File: config.mk
export PLATFORM = sky130hd
export DESIGN_NAME = input_repeat_buffer
export DESIGN_NICKNAME = d
export VERILOG_FILES = /design/src/rtl/input_repeat_buffer.sv
export SDC_FILE = /design/constraint.sdc
export NUM_CORES = 1
export LEC_CHECK = 0
export CORE_MARGIN = 5
export CORE_UTILIZATION = 40
export CTS_CLUSTER_SIZE = 16
export DETAILED_ROUTE_END_ITERATION = 10
export PLACE_DENSITY = 0.68
export SKIP_LAST_GASP = 1
export SLEW_MARGIN = 20
export SYNTH_ARGS = -nofsm -noshare
export SYNTH_HDL_FRONTEND = slang
export SYNTH_SLANG_ARGS = --single-unit
File: constraint.sdc
create_clock -name clk -period 1.8 [get_ports clk]
set_input_delay 0.18 -clock clk [delete_from_list [all_inputs] [get_ports clk]]
set_output_delay 0.18 -clock clk [all_outputs]
set_load 0.02 [all_outputs]
File: src/rtl/input_repeat_buffer.sv
// Captures BUFFER_SIZE input beats, then replays the captured block REPEAT times.
// State | meaning: S_FILL | accepting input beats into storage; S_PLAY | replaying storage, input blocked.
module input_repeat_buffer #(
  parameter int DATA_WIDTH  = 8,
  parameter int IN_NUM      = 1,
  parameter int REPEAT      = 2,
  parameter int BUFFER_SIZE = 4
) (
  input  logic                  clk,
  input  logic                  rst,
  input  logic [DATA_WIDTH-1:0] data_in [IN_NUM-1:0],
  input  logic                  data_in_valid,
  output logic                  data_in_ready,
  output logic [DATA_WIDTH-1:0] data_out [IN_NUM-1:0],
  output logic                  data_out_valid,
  input  logic                  data_out_ready
);
  localparam int CW = (BUFFER_SIZE > 1) ? $clog2(BUFFER_SIZE) : 1;
  localparam int RW = (REPEAT > 1) ? $clog2(REPEAT) : 1;
  localparam logic [CW-1:0] LAST_BEAT = CW'(BUFFER_SIZE - 1);
  localparam logic [RW-1:0] LAST_REP  = RW'(REPEAT - 1);

  typedef enum logic {S_FILL, S_PLAY} state_t;

  state_t                r_state;
  state_t                w_state_nxt;
  logic [CW-1:0]         r_wr_cnt;
  logic [CW-1:0]         r_rd_cnt;
  logic [RW-1:0]         r_rep_cnt;
  logic [DATA_WIDTH-1:0] r_mem [BUFFER_SIZE-1:0][IN_NUM-1:0];
  logic                  w_in_hs;
  logic                  w_out_hs;
  logic                  w_rd_last;
  logic                  w_rep_last;

  assign w_in_hs    = data_in_valid & data_in_ready;
  assign w_out_hs   = data_out_valid & data_out_ready;
  assign w_rd_last  = (r_rd_cnt == LAST_BEAT);
  assign w_rep_last = (r_rep_cnt == LAST_REP);

  // Ready/valid come only from the state register, so neither side sees the other combinationally.
  always_comb begin
    w_state_nxt    = r_state;
    data_in_ready  = 1'b0;
    data_out_valid = 1'b0;
    case (r_state)
      S_FILL: begin
        data_in_ready = 1'b1;
        if (data_in_valid && (r_wr_cnt == LAST_BEAT))
          w_state_nxt = S_PLAY;
      end
      S_PLAY: begin
        data_out_valid = 1'b1;
        if (data_out_ready && w_rd_last && w_rep_last)
          w_state_nxt = S_FILL;
      end
      default: w_state_nxt = S_FILL;
    endcase
  end

  always_ff @(posedge clk) begin
    if (rst) begin
      r_state   <= S_FILL;
      r_wr_cnt  <= '0;
      r_rd_cnt  <= '0;
      r_rep_cnt <= '0;
    end else begin
      r_state <= w_state_nxt;
      if (w_in_hs)
        r_wr_cnt <= (r_wr_cnt == LAST_BEAT) ? '0 : r_wr_cnt + CW'(1);
      if (w_out_hs) begin
        if (w_rd_last) begin
          r_rd_cnt  <= '0;
          r_rep_cnt <= w_rep_last ? '0 : r_rep_cnt + RW'(1);
        end else begin
          r_rd_cnt <= r_rd_cnt + CW'(1);
        end
      end
    end
  end

  // Storage needs no reset; contents are only read after a full block is written.
  always_ff @(posedge clk) begin
    if (w_in_hs)
      r_mem[r_wr_cnt] <= data_in;
  end

  assign data_out = r_mem[r_rd_cnt];

endmodule

==> impl_metrics.py, run 1 <==
metrics = {
    "setup_path": {
        "path_buf_inv": 2,
        "critPathMaxFanout": 7,
        "regToRegStartpoint": "r_state$_SDFF_PP0_",
        "critical-path-top-delay-family": "multiplexers",
        "path_cells": "buf_12 > mux4_2 > clkdlybuf4s15_2",
        "cp_slowest_cell": "mux4_2",
        "cp_data_required_time_ns": 1.62,
        "crit_path_max_incr_delay_ns": 0.49,
        "critPathKind": "flip-flop to output port",
        "crit_arrival_ns": 1.53,
        "worstSetupEndpointType": "output port",
        "worstSetupStartpointType": "flip-flop",
    },
    "grt": {
        "grt_usage": 0.1111,
        "grt-ovfl-total": 0,
        "grt_pass1_vias": 911,
        "antenna_found_initial": 0,
        "grt_max_degree": 13,
        "grt_pass1_wl_um": 4305,
    },
    "floorplanning": {
        "die_area_um2": 5152,
        "start_util": 0.4138,
        "std_cell_rows": 22,
        "die_y_um": 71.78,
        "ioPinCount": 22,
        "core_area_um2": 3689,
        "fp.dieW_um": 71.78,
    },
    "final_layout": {
        "final_cell_mix": "32 x edfxtp_1, 13 x clkdlybuf4s50_1, 10 x buf_4",
        "fin_cells": 168,
        "regArea_um2": 1122,
        "fillers": 330,
        "num_antenna_cells": 0,
        "stdcell_area_um2": 1942,
        "final_common_cell": "edfxtp_1",
        "layout-drive-gt1-share": 0.2917,
        "nets": 136,
        "syn2layout_area_growth_pct": 27.21,
        "multi_input_area_um2": 377.9,
    },
    "sta": {
        "rsz0062_at_grt": "false",
        "hold_viol_final": 0,
        "worst_hold_slack_ns": 0.5012,
        "tightest_slew_ns": 0.2273,
        "fmax_mhz": 586.3,
        "setup_ws_ns": 0.09437,
        "drv_slew": 0,
        "tns_ns": 0,
        "fin_skew_ns": 0.003361,
        "fin_crit_sh": 0.9476,
        "period_minus_slack_ns": 1.706,
        "setup_viol": 0,
        "slew_headroom": 0.8482,
    },
    "detailed_routing": {
        "drc": 0,
        "wl_um": 2461,
        "num_vias": 777,
        "first_pass_iters": 4,
        "final_antenna_net_count": 0,
        "wl_per_cell_um": 14.65,
        "routed_via_density": 4.625,
        "dr.first_iter.drc_count": 36,
    },
    "logic_synthesis": {
        "syn-num-nets": 99,
        "ys_seq_elements": 40,
        "yosysUniqueCellTypes": 16,
        "yosysSeqAreaShare": 0.7344,
        "synth.avg_cell_area_um2": 18.62,
        "ys_warn_count": 0,
        "synthesis.area_um2": 1526,
        "postSynthCellCount": 82,
    },
    "clocking": {
        "cts_buffers": 5,
        "clock_latency_ns": 0.28,
        "cts_tree": "built",
        "htreeDepth": 2,
        "clock_sinks": 40,
        "clock_path_buffers": 2,
        "clkSlewWorstSetupHoldPaths_ns": 0.07,
        "cts_resized": 17,
        "ctsHoldBuffers": 0,
        "post_cts_buffers": 0,
        "cts_root_buf": "clkbuf_8",
    },
    "job": {
        "maxCapViolCount": 0,
    },
    "place": {
        "dp_slack_ns": 0.05305,
        "gp_congestion": 0.6632,
        "placed_area_um2": 1876,
        "dpl.hpwl_um": 1889,
        "port_buffers": 21,
        "placed_cells": 160,
    },
    "run_status": {
        "status": "finished, final reports clean",
    },
    "min_path": {
        "hold_start": "r_rd_cnt[1]$_SDFFE_PP0P_",
        "hold_path_class": "flip-flop to flip-flop",
    },
    "pwr": {
        "cellPowerDensity_nw_per_um2": 921.0,
        "ir_drop_v": 0.0005516,
        "p_leak_nw": 0.6915,
    },
}
[tightest hold or removal path, stage by stage (launching register included)]
cell     delay (ns)
dfxtp_1        0.32
nand2_1        0.05
a21oi_1        0.07
[Yosys cell counts, drive strengths merged]
cell,instances,area share
nor2,8,0.020
edfxtp,32,0.63
buf,1,0.0074
nor2b,1,0.0057
mux2i,3,0.020
a211oi,1,0.0049
ha,5,0.041
dfxtp,8,0.10
a21oi,1,0.0033
mux4,8,0.12
clkbuf,1,0.0033
inv,3,0.0074
and2,3,0.012
nand2,3,0.0074
xor2,1,0.0057
nand3,3,0.0098
[worst paths after layout]
check | to | slack, ns | cells past startpoint
worst max register to register | r_mem[2][1]$_DFFE_PP_ | 0.55 | 3
worst min-delay path | r_rd_cnt[1]$_SDFFE_PP0P_ | 0.50 | 2
worst min register to register | r_rd_cnt[1]$_SDFFE_PP0P_ | 0.50 | 2
worst max-delay path | data_out[2] | 0.09 | 3
[where the power goes]
group          switching, mW  internal (mW)  total, mW
clock network          0.278          0.311      0.588
registers             0.0126           1.04       1.05
logic                 0.0745         0.0755      0.150
total                  0.365           1.42       1.79
[stage by stage]
stage	utilization	power [mW]
6_report	0.5265	1.788
5_1_grt	0.5265	1.877
4_1_cts	0.5343	1.824
3_5_place_dp	0.5085	1.238
3_3_place_gp	0.5085	1.231
2_1_floorplan	-	1.139
[metal layers]
| layer | wire [um] | GRT usage |
|---|---|---|
| met4 | 0 | 0.02505 |
| met3 | 136 | 0.05189 |
| met5 | 0 | 0 |
| met2 | 1287 | 0.1898 |
| met1 | 1037 | 0.1267 |
[state kept, by name, summed over array words and instances (netlist names), named ones only]
register,cells
r_mem,32
r_rd_cnt,2
r_rep_cnt,1
r_wr_cnt,2
r_state,1
[layout make-up]
cell class / instances / share of cell area
Multi-Input combinational cell: 37 / 0.1946
Clock inverter: 1 / 0.003866
Tap cell: 48 / 0.03093
Timing Repair Buffer: 32 / 0.1424
Clock buffer: 7 / 0.04446
Inverter: 3 / 0.005799
Sequential cell: 40 / 0.5780
[logic make-up (layout without fill, tap and decap cells)]
| logic type | after synthesis | count (layout) | synth area share |
|---|---|---|---|
| flip-flops | 40 | 40 | 0.7344 |
| multiplexers | 11 | 11 | 0.1377 |
| XOR/XNOR | 1 | 1 | 0.005739 |
| adder cells (fa/ha/maj) | 5 | 5 | 0.04098 |
| AND/OR/NAND/NOR | 18 | 18 | 0.05492 |
| buffers and inverters | 5 | 43 | 0.01803 |
| AO/OA/AOI/OAI | 2 | 2 | 0.008195 |
No activity file was read; power rests on OpenSTA's default activity.
==> run 2, diff against run 1 <==
- ABC_AREA: unset -> 1
- PLACE_DENSITY: 0.68 -> 0.67
- RECOVER_POWER: unset -> 100
==> impl_metrics.py, run 2 <==
metrics = {
    "floorplanning": {
        "fp.dieW_um": 74.77,
        "std_cell_rows": 23,
        "die_y_um": 74.77,
        "start_util": 0.4165,
        "ioPinCount": 22,
        "core_area_um2": 4029,
        "die_area_um2": 5590,
    },
    "job": {
        "maxCapViolCount": 0,
    },
    "setup_path": {
        "critPathKind": "flip-flop to output port",
        "path_buf_inv": 2,
        "worstSetupStartpointType": "flip-flop",
        "path_cells": "inv_1 > dlygate4sd3_1",
        "crit_arrival_ns": 1.48,
        "rr_worst_depth": 5,
        "worstSetupEndpointType": "output port",
        "cp_slowest_cell": "dlygate4sd3_1",
        "critPathMaxFanout": 7,
        "cp_data_required_time_ns": 1.62,
        "crit_path_max_incr_delay_ns": 0.66,
        "critical-path-top-delay-family": "buffers and inverters",
        "crit_cells": 2,
    },
    "logic_synthesis": {
        "yosysMostFrequentCell": "nand2_1",
        "synth.largest_area_cell": "edfxtp_1",
        "ys_seq_elements": 40,
        "syn-num-nets": 178,
        "synth_edf_count": 32,
        "synth.avg_cell_area_um2": 10.42,
        "yosysSeqAreaShare": 0.6682,
        "synth_top_area_share": 0.5727,
        "yosysUniqueCellTypes": 14,
        "synthesis.area_um2": 1678,
        "async_reset_ff_frac": 0,
        "yosys-top-cells-area": "edfxtp_1 57%, dfxtp_1 9.5%, nand2_1 8.5%",
        "synth_ff_type": "edfxtp_1",
        "ys_warn_count": 0,
        "postSynthCellCount": 161,
        "synth_common_cells": "38 x nand2_1, 32 x edfxtp_1, 28 x inv_1, 27 x nor2_1",
    },
    "sta": {
        "period_minus_slack_ns": 1.657,
        "slew_headroom": 0.6367,
        "setup_viol": 0,
        "setup_ws_ns": 0.1434,
        "fmax_mhz": 603.6,
        "hold_viol_final": 0,
        "tns_ns": 0,
        "fin_crit_sh": 0.9204,
        "tightest_slew_ns": 0.5449,
        "rsz0062_at_grt": "false",
        "drv_slew": 0,
        "fin_skew_ns": 0.007470,
    },
    "final_layout": {
        "fin_cells": 241,
        "num_antenna_cells": 0,
        "largest_register_ffs": 32,
        "final_common_cell": "nand2_1",
        "nets": 207,
        "syn2layout_area_growth_pct": 20.66,
        "fillers": 403,
        "top_regs": "r_mem (32), r_rd_cnt (2), r_wr_cnt (2)",
        "utilization": 0.5025,
        "layout-drive-gt1-share": 0.04712,
        "final_cell_mix": "39 x nand2_1, 32 x edfxtp_1, 27 x inv_1, 27 x nor2_1, 10 x dlygate4sd3_1",
        "top_register": "r_mem",
    },
    "min_path": {
        "min_delay_path_depth": 2,
        "hold_path_class": "input pin to flip-flop",
    },
    "grt": {
        "busiest_layer": "met2",
        "grt-ovfl-total": 0,
        "grt_pass1_wl_um": 4740,
        "antenna_found_initial": 0,
        "grt_use_met2": 0.2029,
        "grt_max_degree": 33,
        "met1_usage": 0.1270,
        "grt_usage": 0.1160,
        "grt_pass1_vias": 1109,
        "use_met3": 0.03071,
    },
    "place": {
        "port_buffers": 21,
        "dp_slack_ns": 0.08574,
        "gp_congestion": 0.7983,
        "placed_cells": 232,
        "dpl.hpwl_um": 1988,
    },
    "clocking": {
        "clock_sinks": 40,
        "cts_tree": "built",
        "htreeDepth": 2,
        "cts_buffers": 5,
        "cts_root_buf": "clkbuf_8",
        "clock_latency_ns": 0.29,
        "clkSlewWorstSetupHoldPaths_ns": 0.07,
        "clock_path_buffers": 2,
    },
    "detailed_routing": {
        "dr.first_iter.drc_count": 27,
        "wl_um": 2863,
        "first_pass_iters": 3,
        "wl_per_cell_um": 11.88,
        "drc": 0,
        "num_vias": 1098,
        "routed_via_density": 4.556,
        "final_antenna_net_count": 0,
    },
    "run_status": {
        "status": "finished, final reports clean",
    },
    "pwr": {
        "ir_drop_v": 0.0004774,
        "p_total_mw": 1.747,
        "cellPowerDensity_nw_per_um2": 862.8,
        "p_leak_nw": 0.8078,
    },
}
==> run 2: changes by cell type after synthesis, moves of 4 or more <==
cell      previous run  this run
nand2_1              3        38
inv_1                3        28
nor2_1               8        27
mux4_2               8         0
o211ai_1             0         8
o21ai_0              0         4
==> run 2: layout make-up <==
type                            count  area (um^2)  share of cell area
Clock buffer                        7        76.32             0.03770
Inverter                           28        108.9             0.05377
Sequential cell                    40         1121              0.5538
Tap cell                           50        62.56             0.03090
Multi-Input combinational cell     89        421.7              0.2083
Timing Repair Buffer               26        229.0              0.1131
Clock inverter                      1        5.005            0.002472
==> run 2: path summary, 6_finish.rpt <==
check / start / to / slack, ns
hold reg to reg: r_wr_cnt[0]$_SDFFE_PP0P_ / r_wr_cnt[0]$_SDFFE_PP0P_ / 0.52
hold / removal: rst / r_rep_cnt$_SDFFE_PP0P_ / 0.51
setup reg to reg: r_wr_cnt[0]$_SDFFE_PP0P_ / r_mem[2][0]$_DFFE_PP_ / 0.29
setup / recovery: r_state$_SDFF_PP0_ / data_in_ready / 0.14
==> run 2: repair_timing <==
item / in CTS / in global routing
pin swaps: 0 / 0
setup endpoints to repair: 8 / 1
resized for setup: 8 / 1
setup buffers: 1 / 0
hold buffers: 0 / 0
==> run 2: worst reg2reg max path, stage by stage, from the launching register on <==
cell      delay [ns]
dfxtp_1         0.34
inv_1           0.09
ha_1            0.15
inv_1           0.04
nor2_1          0.09
clkbuf_1        0.43
==> run 2: cells by family after synthesis <==
| logic type | share of synthesized area |
|---|---|
| adder cells (fa/ha/maj) | 0.03729 |
| buffers and inverters | 0.07904 |
| AND/OR/NAND/NOR | 0.1618 |
| AO/OA/AOI/OAI | 0.05369 |
| flip-flops | 0.6682 |
==> run 2: metrics by stage <==
| step | instance area, um^2 | hold slack, ns |
|---|---|---|
| floorplan | 1678 | 0.2491 |
| global placement | 1966 | 0.4988 |
| detailed placement | 1966 | 0.5185 |
| CTS | 2062 | 0.5099 |
| global route | 2024 | 0.5254 |
| finish | 2024 | 0.5123 |
==> run 2: where the power goes <==
group	leakage [nW]	switching (mW)	internal, mW	total (mW)
clock network	0.0422	0.274	0.271	0.546
registers	0.359	0.0128	1.04	1.05
logic	0.407	0.0906	0.0594	0.150
total	0.808	0.378	1.37	1.75
==> run 2: routing by layer <==
| layer | share of wire | wire, um | vias up |
|---|---|---|---|
| li1 | - | - | 573 |
| met1 | 0.45 | 1275 | 496 |
| met2 | 0.48 | 1361 | 22 |
| met3 | 0.054 | 155 | 7 |
| met4 | 0.024 | 70 | 0 |
| met5 | 0 | 0 | - |
==> run 3, diff against run 2 <==
- clock period: 1.8 -> 2.1 ns (I/O delays scaled with it)
==> impl_metrics.py, run 3 (same netlist as run 2, synthesis figures left out) <==
metrics = {
    "final_layout": {
        "final_common_cell": "nand2_1",
        "syn2layout_area_growth_pct": 22.45,
        "fin_cells": 240,
        "top_register": "r_mem",
        "nets": 206,
        "top_regs": "r_mem (32), r_rd_cnt (2), r_wr_cnt (2)",
        "num_antenna_cells": 0,
        "utilization": 0.5099,
        "largest_register_ffs": 32,
        "final_cell_mix": "39 x nand2_1, 32 x edfxtp_1, 28 x inv_1",
        "fillers": 371,
        "layout-drive-gt1-share": 0.04737,
    },
    "floorplanning": {
        "ioPinCount": 22,
        "std_cell_rows": 23,
        "core_area_um2": 4029,
        "fp.dieW_um": 74.77,
        "start_util": 0.4165,
        "die_area_um2": 5590,
        "die_y_um": 74.77,
    },
    "sta": {
        "fin_crit_sh": 0.9716,
        "hold_viol_final": 0,
        "period_minus_slack_ns": 2.040,
        "fmax_mhz": 490.1,
        "fin_skew_ns": 0.01056,
        "tns_ns": 0,
        "tightest_slew_ns": 0.5363,
        "setup_ws_ns": 0.05964,
        "setup_viol": 0,
        "drv_slew": 0,
        "rsz0062_at_grt": "true",
        "slew_headroom": 0.6425,
    },
    "grt": {
        "grt-ovfl-total": 0,
        "grt_usage": 0.1147,
        "antenna_found_initial": 0,
        "grt_pass1_wl_um": 4685,
        "grt_pass1_vias": 1044,
        "grt_max_degree": 33,
    },
    "setup_path": {
        "rr_worst_depth": 4,
        "critPathKind": "flip-flop to output port",
        "cp_data_required_time_ns": 1.89,
        "regToRegStartpoint": "r_state$_SDFF_PP0_",
        "crit_arrival_ns": 1.83,
        "critPathMaxFanout": 15,
        "rrSetupSlack_ns": 0.59,
        "worstSetupEndpointType": "output port",
        "worstSetupStartpointType": "flip-flop",
        "r2r-end": "r_mem[0][5]$_DFFE_PP_",
    },
    "detailed_routing": {
        "num_vias": 1119,
        "final_antenna_net_count": 0,
        "dr.first_iter.drc_count": 51,
        "routed_via_density": 4.663,
        "first_pass_iters": 4,
        "wl_per_cell_um": 11.98,
        "drc": 0,
        "wl_um": 2876,
    },
    "run_status": {
        "status": "finished, final reports clean",
    },
    "clocking": {
        "cts_root_buf": "clkbuf_8",
        "ctsHoldBuffers": 0,
        "clock_latency_ns": 0.29,
        "clock_sinks": 40,
        "cts_buffers": 5,
        "clkSlewWorstSetupHoldPaths_ns": 0.07,
        "cts_tree": "built",
        "cts_resized": 0,
        "clock_path_buffers": 2,
        "post_cts_buffers": 0,
        "htreeDepth": 2,
    },
    "pwr": {
        "p_switching_mw": 0.3487,
        "cellPowerDensity_nw_per_um2": 803.2,
        "comb_power_share": 0.084,
        "p_leak_nw": 0.8073,
        "power_frac_clock": 0.370,
        "swShare": 0.2113,
        "power_frac_seq": 0.546,
        "p_int_mw": 1.301,
        "ir_drop_v": 0.0003652,
    },
    "min_path": {
        "hold_path_class": "flip-flop to flip-flop",
        "hold_start": "r_wr_cnt[0]$_SDFFE_PP0P_",
        "min_delay_worst_endpoint": "r_wr_cnt[0]$_SDFFE_PP0P_",
        "min_delay_path_depth": 2,
    },
    "place": {
        "placed_cells": 232,
        "gp_congestion": 0.7366,
        "dpl.hpwl_um": 2021,
        "port_buffers": 21,
        "dp_slack_ns": 0.3403,
    },
    "job": {
        "maxCapViolCount": 0,
    },
}
-- run 3: worst max path at each step --
stage	startpoint	end	slack [ns]	depth (start not counted)
after global placement	flip-flop	data_out[3]	0.40	4
after CTS	flip-flop	data_out[0]	0.01	4
after floorplan	r_state$_SDFF_PP0_	r_mem[0][0]$_DFFE_PP_	0.61	3
after global routing	flip-flop	data_out[3]	-0.05	4
after detailed placement	flip-flop	data_out[0]	0.34	4
final	flip-flop	data_out[0]	0.06	4
-- run 3: worst max-delay path, cell delays in order (launching register included) --
cell,delay (ns)
dfxtp_1,0.32
inv_1,0.36
o211ai_1,0.16
nand2_1,0.10
clkdlybuf4s50_1,0.60
-- run 3: layout make-up --
type | instances | area (um^2) | share of cell area
clock buffers | 5 | 68.82 | 0.03350
clock inverters | 3 | 42.54 | 0.02071
inverters | 28 | 105.1 | 0.05116
multi-input cells | 89 | 421.7 | 0.2052
flip-flops and latches | 40 | 1121 | 0.5457
well taps | 50 | 62.56 | 0.03045
repair buffers | 25 | 232.7 | 0.1133
-- run 3: power by group through the flow --
stage	clock network, mW	logic (mW)	registers (mW)
floorplan	0	0.0710	0.917
global placement	0	0.144	0.916
detailed placement	0	0.149	0.919
CTS	0.632	0.150	0.901
global route	0.662	0.155	0.904
finish	0.611	0.139	0.901
-- run 3: stage by stage --
stage	instance area (um^2)	power, mW	hold WS (ns)
global placement	1953	1.061	0.4996
detailed placement	1953	1.068	0.5193
global route	2054	1.720	0.5419
finish	2054	1.650	0.5302
CTS	2064	1.682	0.5319
floorplan	1678	0.9875	0.2791
-- run 3: routing by layer --
metal	track usage	vias up	wire, um
li1	-	572	-
met1	0.1299	520	1253
met2	0.1922	21	1410
met3	0.04406	6	155
met4	0.05138	0	57
met5	0	-	0
